$ cat config.mk
export PLATFORM = sky130hd
export DESIGN_NAME = stim_gen
export DESIGN_NICKNAME = d
export VERILOG_FILES = /design/src/rtl/stim_gen.sv
export SDC_FILE = /design/constraint.sdc
export NUM_CORES = 1
export LEC_CHECK = 0
export ABC_AREA = 1
export BUFFER_PORTS_ARGS = -buffer_cell sky130_fd_sc_hd__buf_2
export CAP_MARGIN = 40
export CORE_ASPECT_RATIO = 1.75
export CORE_UTILIZATION = 40
export CTS_CLUSTER_SIZE = 28
export DETAILED_ROUTE_END_ITERATION = 6
export PLACE_DENSITY = 0.72
export REMOVE_ABC_BUFFERS = 1
export SLEW_MARGIN = 20
export SYNTH_ARGS = -nofsm -noshare
export SYNTH_HDL_FRONTEND = slang
export SYNTH_SLANG_ARGS = --single-unit
$ cat constraint.sdc
create_clock -name clk -period 1.8 [get_ports clk]
set_input_delay 0.36 -clock clk [delete_from_list [all_inputs] [get_ports clk]]
set_output_delay 0.36 -clock clk [all_outputs]
set_load 0.005 [all_outputs]
$ cat src/rtl/stim_gen.sv
`default_nettype none
// ============================================================================
//  Module      : stim_gen
//  Description : Operand stimulus generator. Emits an optional fixed corner
//                table, then pseudo-random operand pairs from two Galois
//                LFSRs, for a programmed vector count. Optional feature macro:
//                STIM_CORNER_EN (defined = corner phase precedes random phase).
//  Revision    : 1.0 - initial release
// ============================================================================
module stim_gen #(
    parameter int          WIDTH       = 32,
    parameter int          NUM_VECTORS = 1024,
    parameter logic [31:0] SEED_A      = 32'hACE1_2468,
    parameter logic [31:0] SEED_B      = 32'h1357_BDF0
) (
    input  logic             clk,
    input  logic             reset,
    input  logic             i_start,
    input  logic             i_hold,
    output logic [WIDTH-1:0] o_dut_ia,
    output logic [WIDTH-1:0] o_dut_ib,
    output logic             o_valid,
    output logic             o_busy,
    output logic             o_done,
    output logic [31:0]      o_vec_cnt
);

    typedef enum logic [1:0] {
        S_IDLE   = 2'd0,
        S_CORNER = 2'd1,
        S_RANDOM = 2'd2,
        S_DONE   = 2'd3
    } state_e;

    // Right-shift Galois form of x^32 + x^22 + x^2 + x + 1
    localparam logic [31:0] C_POLY    = 32'h8020_0003;
    localparam logic [31:0] C_SEED_A  = (SEED_A == 32'd0) ? 32'd1 : SEED_A;
    localparam logic [31:0] C_SEED_B  = (SEED_B == 32'd0) ? 32'd1 : SEED_B;
    localparam logic [31:0] C_NUM_VEC = 32'(NUM_VECTORS);

`ifdef STIM_CORNER_EN
    localparam logic [WIDTH-1:0] C_ZERO = '0;
    localparam logic [WIDTH-1:0] C_MAX  = '1;
    localparam logic [WIDTH-1:0] C_ONE  = {{(WIDTH-1){1'b0}}, 1'b1};
    localparam logic [WIDTH-1:0] C_MSB  = {1'b1, {(WIDTH-1){1'b0}}};
    localparam logic [3:0]       C_NUM_CORNER = 4'd8;
`endif

    function automatic logic [31:0] lfsr_step(input logic [31:0] s);
        return {1'b0, s[31:1]} ^ (s[0] ? C_POLY : 32'd0);
    endfunction

    function automatic logic [WIDTH-1:0] lfsr_operand(input logic [31:0] s);
        return WIDTH'({s, s});
    endfunction

`ifdef STIM_CORNER_EN
    // Returns {operand A, operand B} for corner index idx
    function automatic logic [2*WIDTH-1:0] corner_vec(input logic [2:0] idx);
        logic [2*WIDTH-1:0] v;
        v = {C_ZERO, C_ZERO};
        case (idx)
            3'd0: v = {C_ZERO, C_ZERO};
            3'd1: v = {C_ZERO, C_MAX};
            3'd2: v = {C_MAX,  C_ZERO};
            3'd3: v = {C_MAX,  C_MAX};
            3'd4: v = {C_ONE,  C_MAX};
            3'd5: v = {C_MSB,  C_MSB};
            3'd6: v = {C_MSB,  C_ONE};
            3'd7: v = {C_MAX,  C_ONE};
            default: v = {C_ZERO, C_ZERO};
        endcase
        return v;
    endfunction
`endif

    state_e           state_q, state_d;
    logic [WIDTH-1:0] a_q, a_d;
    logic [WIDTH-1:0] b_q, b_d;
    logic             valid_q, valid_d;
    logic [31:0]      cnt_q, cnt_d;
    logic [31:0]      lfsr_a_q, lfsr_a_d;
    logic [31:0]      lfsr_b_q, lfsr_b_d;
`ifdef STIM_CORNER_EN
    logic [3:0]       cidx_q, cidx_d;
`endif

    logic [31:0]      w_step_a;
    logic [31:0]      w_step_b;
    logic [31:0]      w_cnt_inc;
    logic [31:0]      w_seed_step_a;
    logic [31:0]      w_seed_step_b;

    always_ff @(posedge clk or negedge reset) begin
        if (!reset) begin
            state_q  <= S_IDLE;
            a_q      <= '0;
            b_q      <= '0;
            valid_q  <= 1'b0;
            cnt_q    <= 32'd0;
            lfsr_a_q <= C_SEED_A;
            lfsr_b_q <= C_SEED_B;
`ifdef STIM_CORNER_EN
            cidx_q   <= 4'd0;
`endif
        end else begin
            state_q  <= state_d;
            a_q      <= a_d;
            b_q      <= b_d;
            valid_q  <= valid_d;
            cnt_q    <= cnt_d;
            lfsr_a_q <= lfsr_a_d;
            lfsr_b_q <= lfsr_b_d;
`ifdef STIM_CORNER_EN
            cidx_q   <= cidx_d;
`endif
        end
    end

    always_comb begin
        state_d       = state_q;
        a_d           = a_q;
        b_d           = b_q;
        valid_d       = 1'b0;
        cnt_d         = cnt_q;
        lfsr_a_d      = lfsr_a_q;
        lfsr_b_d      = lfsr_b_q;
`ifdef STIM_CORNER_EN
        cidx_d        = cidx_q;
`endif
        w_step_a      = lfsr_step(lfsr_a_q);
        w_step_b      = lfsr_step(lfsr_b_q);
        w_seed_step_a = lfsr_step(C_SEED_A);
        w_seed_step_b = lfsr_step(C_SEED_B);
        w_cnt_inc     = (cnt_q == 32'hFFFF_FFFF) ? cnt_q : cnt_q + 32'd1;

        case (state_q)
            S_IDLE, S_DONE: begin
                // Start emits vector 0 on the same edge, from freshly seeded state
                if (i_start) begin
                    valid_d = 1'b1;
                    cnt_d   = 32'd1;
`ifdef STIM_CORNER_EN
                    {a_d, b_d} = corner_vec(3'd0);
                    cidx_d     = 4'd1;
                    lfsr_a_d   = C_SEED_A;
                    lfsr_b_d   = C_SEED_B;
                    state_d    = S_CORNER;
`else
                    a_d      = lfsr_operand(w_seed_step_a);
                    b_d      = lfsr_operand(w_seed_step_b);
                    lfsr_a_d = w_seed_step_a;
                    lfsr_b_d = w_seed_step_b;
                    state_d  = S_RANDOM;
`endif
                end
            end
            S_CORNER, S_RANDOM: begin
                if (!i_hold) begin
                    if (cnt_q >= C_NUM_VEC) begin
                        state_d = S_DONE;
                    end else begin
                        valid_d = 1'b1;
                        cnt_d   = w_cnt_inc;
`ifdef STIM_CORNER_EN
                        if ((state_q == S_CORNER) && (cidx_q < C_NUM_CORNER)) begin
                            {a_d, b_d} = corner_vec(cidx_q[2:0]);
                            cidx_d     = cidx_q + 4'd1;
                        end else begin
                            a_d      = lfsr_operand(w_step_a);
                            b_d      = lfsr_operand(w_step_b);
                            lfsr_a_d = w_step_a;
                            lfsr_b_d = w_step_b;
                            state_d  = S_RANDOM;
                        end
`else
                        a_d      = lfsr_operand(w_step_a);
                        b_d      = lfsr_operand(w_step_b);
                        lfsr_a_d = w_step_a;
                        lfsr_b_d = w_step_b;
`endif
                    end
                end
            end
            default: state_d = S_IDLE;
        endcase
    end

    assign o_dut_ia  = a_q;
    assign o_dut_ib  = b_q;
    assign o_valid   = valid_q;
    assign o_busy    = (state_q == S_CORNER) || (state_q == S_RANDOM);
    assign o_done    = (state_q == S_DONE);
    assign o_vec_cnt = cnt_q;

endmodule
`default_nettype wire

Yosys cells after proc, flatten, opt, wreduce, memory -nomap -nowiden:

Index checks and enable logic that the tools add are counted.

* flip-flop bits (word level): 163
* input bits: 4

* add/subtract/negate cells: 1
* order comparisons: 1
* equality and inequality tests: 9
* muxes and demuxes: 23
* bitwise operators: 2
* reductions and logical operators: 7

Operators with widths (count)
* 32-bit 2-to-1 mux: 12
* 32-bit case mux with 2 select lines: 3
* 31-bit by 32-bit XOR with 32-bit output: 2
* 32-bit by 1-bit adder with 32-bit output (second input constant): 1
* 32-bit equality test (second input constant): 1
* 32-bit by 11-bit greater-or-equal comparator with 1-bit output (second input constant): 1
* 2-bit != test (second input constant): 5
* 2-bit 2-to-1 mux: 3
* 3-bit AND reduction: 2
* 2-bit equality test (second input constant): 2
* 2-bit case mux with 2 select lines: 1
* 4-bit AND reduction: 1
* 2-bit OR reduction: 2
* 1-bit 2-to-1 mux: 3
* 2-bit by 1-bit equality test with 1-bit output (second input constant): 1
* 2-bit zero test: 1
* 1-bit case mux with 2 select lines: 1
* 1-bit logical OR: 1

Longest topological paths before layout:

* depth in word-level cells: 5
* mapped depth: 9
* depth with buffers taken out: 8

Worst setup path before layout:

No wires, ideal clock.

* path type: register to register
* start: register state_q[0]
* end: register a_q[16], in the netlist o_dut_ia[16]
* data arrival time: 1.570 ns
* required time: 1.682 ns
* setup slack: 0.112 ns
* stages on the path, launching flop included: 9
* buffers on the path: 2
* clock period less this slack: 1.688 ns
* cell sequence: dfrtp_1 > ha_1 > inv_2 > nor2_4 > nand4_2 > buf_2 > buf_2 > nand3_1 > nand2_1

* cells in the longest elaborated chain, start to end: 4
* elaborated cells between the ends (all ways): 11
* those cells by class: 6 x eq/ne; 1 x mux; 4 x reduce/logical

RTL lines
* from (decl): line 77 `state_e state_q, state_d;`
* from (signal assigned): line 107 `state_q <= state_d;`
* 2-bit by 1-bit equality test with 1-bit output, or another cell as far along: line 137 `case (state_q)`
* 2-bit OR reduction: line 137
* 2-bit != test (no source line)
* 3-bit AND reduction (no source line)
* to (signal assigned): line 97 `a_q <= '0;`
* to (signal assigned): line 108 `a_q <= a_d;`
* to (decl): line 78 `logic [WIDTH-1:0] a_q, a_d;`

Several ways; a longest one is shown, not always the timed one.
A chain may end at the register's enable or synchronous reset.

Worst setup path in the final report:

* start: register state_q[0]
* end: output o_busy

* cells in the longest elaborated chain, start to end: 2
* elaborated cells between the ends (all ways): 3
* those cells by class: 2 x eq/ne; 1 x reduce/logical

RTL lines
* 2-bit by 1-bit equality test with 1-bit output or 2-bit equality test (tied branches): line 192 `assign o_busy = (state_q == S_CORNER) || (state_q == S_RANDOM);`
* 1-bit logical OR *: line 192
* to (decl): line 23 `output logic o_busy,`

Mark *: on every way between the ends. The rest lies on a longest branch, timed or not.

==> metrics.txt <==
Post-synth top cells 180 x nand2_1, 142 x nand3_1, 99 x dfrtp_1; Die ar. 15030 µm²; worst-margin pin slew around 0.49 ns; clock transition at the registers of the reported paths 0.06 ns; largest net degree at the start of global routing 67; Period minus WS final 1.742 ns; final cycle utilization of the critical path 96.77%; Top FF cell, synth dfrtp_1; asr flop ratio synth 100.0%; WL/cell 14.75 µm; leading area contributor after synthesis dfrtp_1; R2R setup slack 0.09 ns; CTS H-tree lvls 4; crit-path max FO 3; Die W ~93 µm; FP Rows 57; Min Hold Slack 0.4591 ns; vias in the first global route 4437; crit-path cells ha_1 > buf_4 > buf_2; share of cells above drive strength 1 30.07%; Congestion Overflow GR 0; WL final 13600 µm; Placed Cells around 900; Pre-antenna DRT Iters 5; Mapped Cells 660; sequential area share after synthesis about 57%; register bit count reported by yosys 130; Hold Vio Cnt, Final 0; R2R Path End lfsr_b_q[22]; Post-synth EDFFs 0; Vias/cell around 5; Post-Syn Area 5812 µm²; clk root buf clkbuf_16; First DRT Iteration DRCs slightly above 200; final net count 739; Clock Latency Late Sink 0.41 ns; Pleak about 3.9 nW; fin. max-slew vios 0; Die H 161.5 µm; critical path startpoint category flip-flop; initial core utilization 41.37%; Slew Limit Headroom 67.02%; critical path's slowest cell dfrtp_1; clk buf depth 2; RSZ-0062 raised after global routing false; Max Cap Viol 0; I/O pin count between 100 and 150; Num CTS Buffers 17; Worst R2R Path Depth 6; Synth cell types 23; DRC violations left 0; Worst path max stage delay around 0.38 ns; top-count cell post-synth nand2_1; Cell Count, Final, Fillers Out 922; Routed Antenna Nets 0; outcome finished clean; CTS tree done; Power Density between 1500 and 2000 nW/µm²; GRT Total Usage around a fifth; # fillers around 1300; post-CTS setup buffer count 0; syn avg cell area 8.806 µm²; first-pass GRT wire length 22070 µm; Critical Path Sink Type output port; peak supply drop 0.8017 mV; worst reg2reg startpoint state_q[1]; antenna cells 0; clk_skew 0.008890 ns; final setup TNS 0 ns; critical path class flip-flop to output port; Warnings, synthesis 0; ranking of synthesized cells by area dfrtp_1 43%, dfstp_2 14%, nand3_1 12%; DP HPWL 8915 µm; gpl congestion 0.7467; initial antenna violation count 0; CTS sink cnt between 100 and 150; Max Fclk ~0.57 GHz; top cell type's share of synthesized area between 40% and 50%; area grow syn2layout 22.24%; Setup WS post-layout 0.05818 ns; fin util 50.57%; Arr. time, crit path between 1 and 1.5 ns; Core ar. 14050 µm²; via count 4551; # port buffers 102; Hold Path Class input port to async pin; crit path from state_q[0]; Setup-failing EPs final 0; Worst Path Required 1.44 ns; Placement Setup Slack between 0.1 and 0.15 ns
-- where the power goes --
part           switching [W]  internal [W]  total (W)
Clock                0.00135       0.00237    0.00372
Sequential          0.000693       0.00415    0.00484
Combinational        0.00222       0.00182    0.00405
-- state kept, by name, indices dropped and copies added, names as in the netlist --
signal / count
lfsr_a_q: 13
o_dut_ib: 32
o_valid: 1
state_q: 2
lfsr_b_q: 18
o_dut_ia: 32
o_vec_cnt: 32
-- area by class of cell --
| class | instances | area, µm² | share of cell area, % |
|---|---|---|---|
| inverters | 31 | 116.4 | 1.638 |
| flip-flops and latches | 130 | 3292 | 46.34 |
| multi-input cells | 427 | 1982 | 27.90 |
| well taps | 177 | 221.5 | 3.117 |
| repair buffers | 125 | 849.6 | 11.96 |
| clock buffers | 18 | 439.2 | 6.182 |
| clock inverters | 14 | 203.9 | 2.871 |
-- placed cells by master, fill, tap and decap left out, drive strengths merged, types with 2 or more instances in the layout --
cell type | netlist | routed
nor2 | 52 | 52
clkinv | 0 | 5
dfstp | 31 | 31
nand4 | 3 | 3
inv | 31 | 33
or2 | 31 | 31
o21ai | 2 | 2
xnor2 | 2 | 2
bufinv | 0 | 4
clkbuf | 21 | 18
xor2 | 6 | 6
a21oi | 4 | 4
nand2 | 180 | 180
clkinvlp | 0 | 3
buf | 51 | 124
dfrtp | 99 | 99
nand3 | 142 | 142
ha | 3 | 3
-- metrics by stage --
stage,cell area [µm²],power [W]
final,7104,0.01261
after global routing,7104,0.01345
after CTS,7097,0.01272
after detailed placement,6444,0.008948
after global placement,6444,0.008859
after floorplan,5371,0.007026
-- worst max path at each step --
stage | slack, ns | cells after the start | end
after floorplan | -3.05 | 7 | lfsr_a_q[21]
after global placement | 0.15 | 8 | o_dut_ia[26]
after detailed placement | 0.10 | 8 | lfsr_b_q[16]
after CTS | 0.05 | 3 | o_busy
after global routing | 0.007 | 8 | o_dut_ia[29]
final | 0.06 | 3 | o_busy
-- cell families after synthesis --
| group | after synthesis | share of synthesized area, % |
|---|---|---|
| and+or+nand+nor | 410 | 31.41 |
| AOI/OAI and AO/OA | 6 | 0.5167 |
| buffers and inverters | 103 | 9.580 |
| DFF | 130 | 56.64 |
| adders and majority gates | 3 | 0.6459 |
| xor gates and xnor gates | 8 | 1.206 |
-- layer usage --
metal	vias to the layer above	track usage, %	part of all wire [%]
li1	2205	-	-
met1	2206	23.05	41
met2	122	32.02	53
met3	18	4.284	3.7
met4	0	7.762	1.9
met5	-	0	0
-- critical path, delay by kind of cell, from the launching register on --
family     cells  cell delay (ns)
flops          1             0.38
buf+inv        2             0.27
fa+ha+maj      1             0.32
-- timing repair --
| action | 4_1_cts | 5_1_grt |
|---|---|---|
| hold buffers | 1 | 0 |
| setup endpoints to repair | 0 | 8 |
| endpoints found under the hold margin | 32 | 0 |
| resized for setup | 0 | 2 |
(Power assumes the default switching activity.)
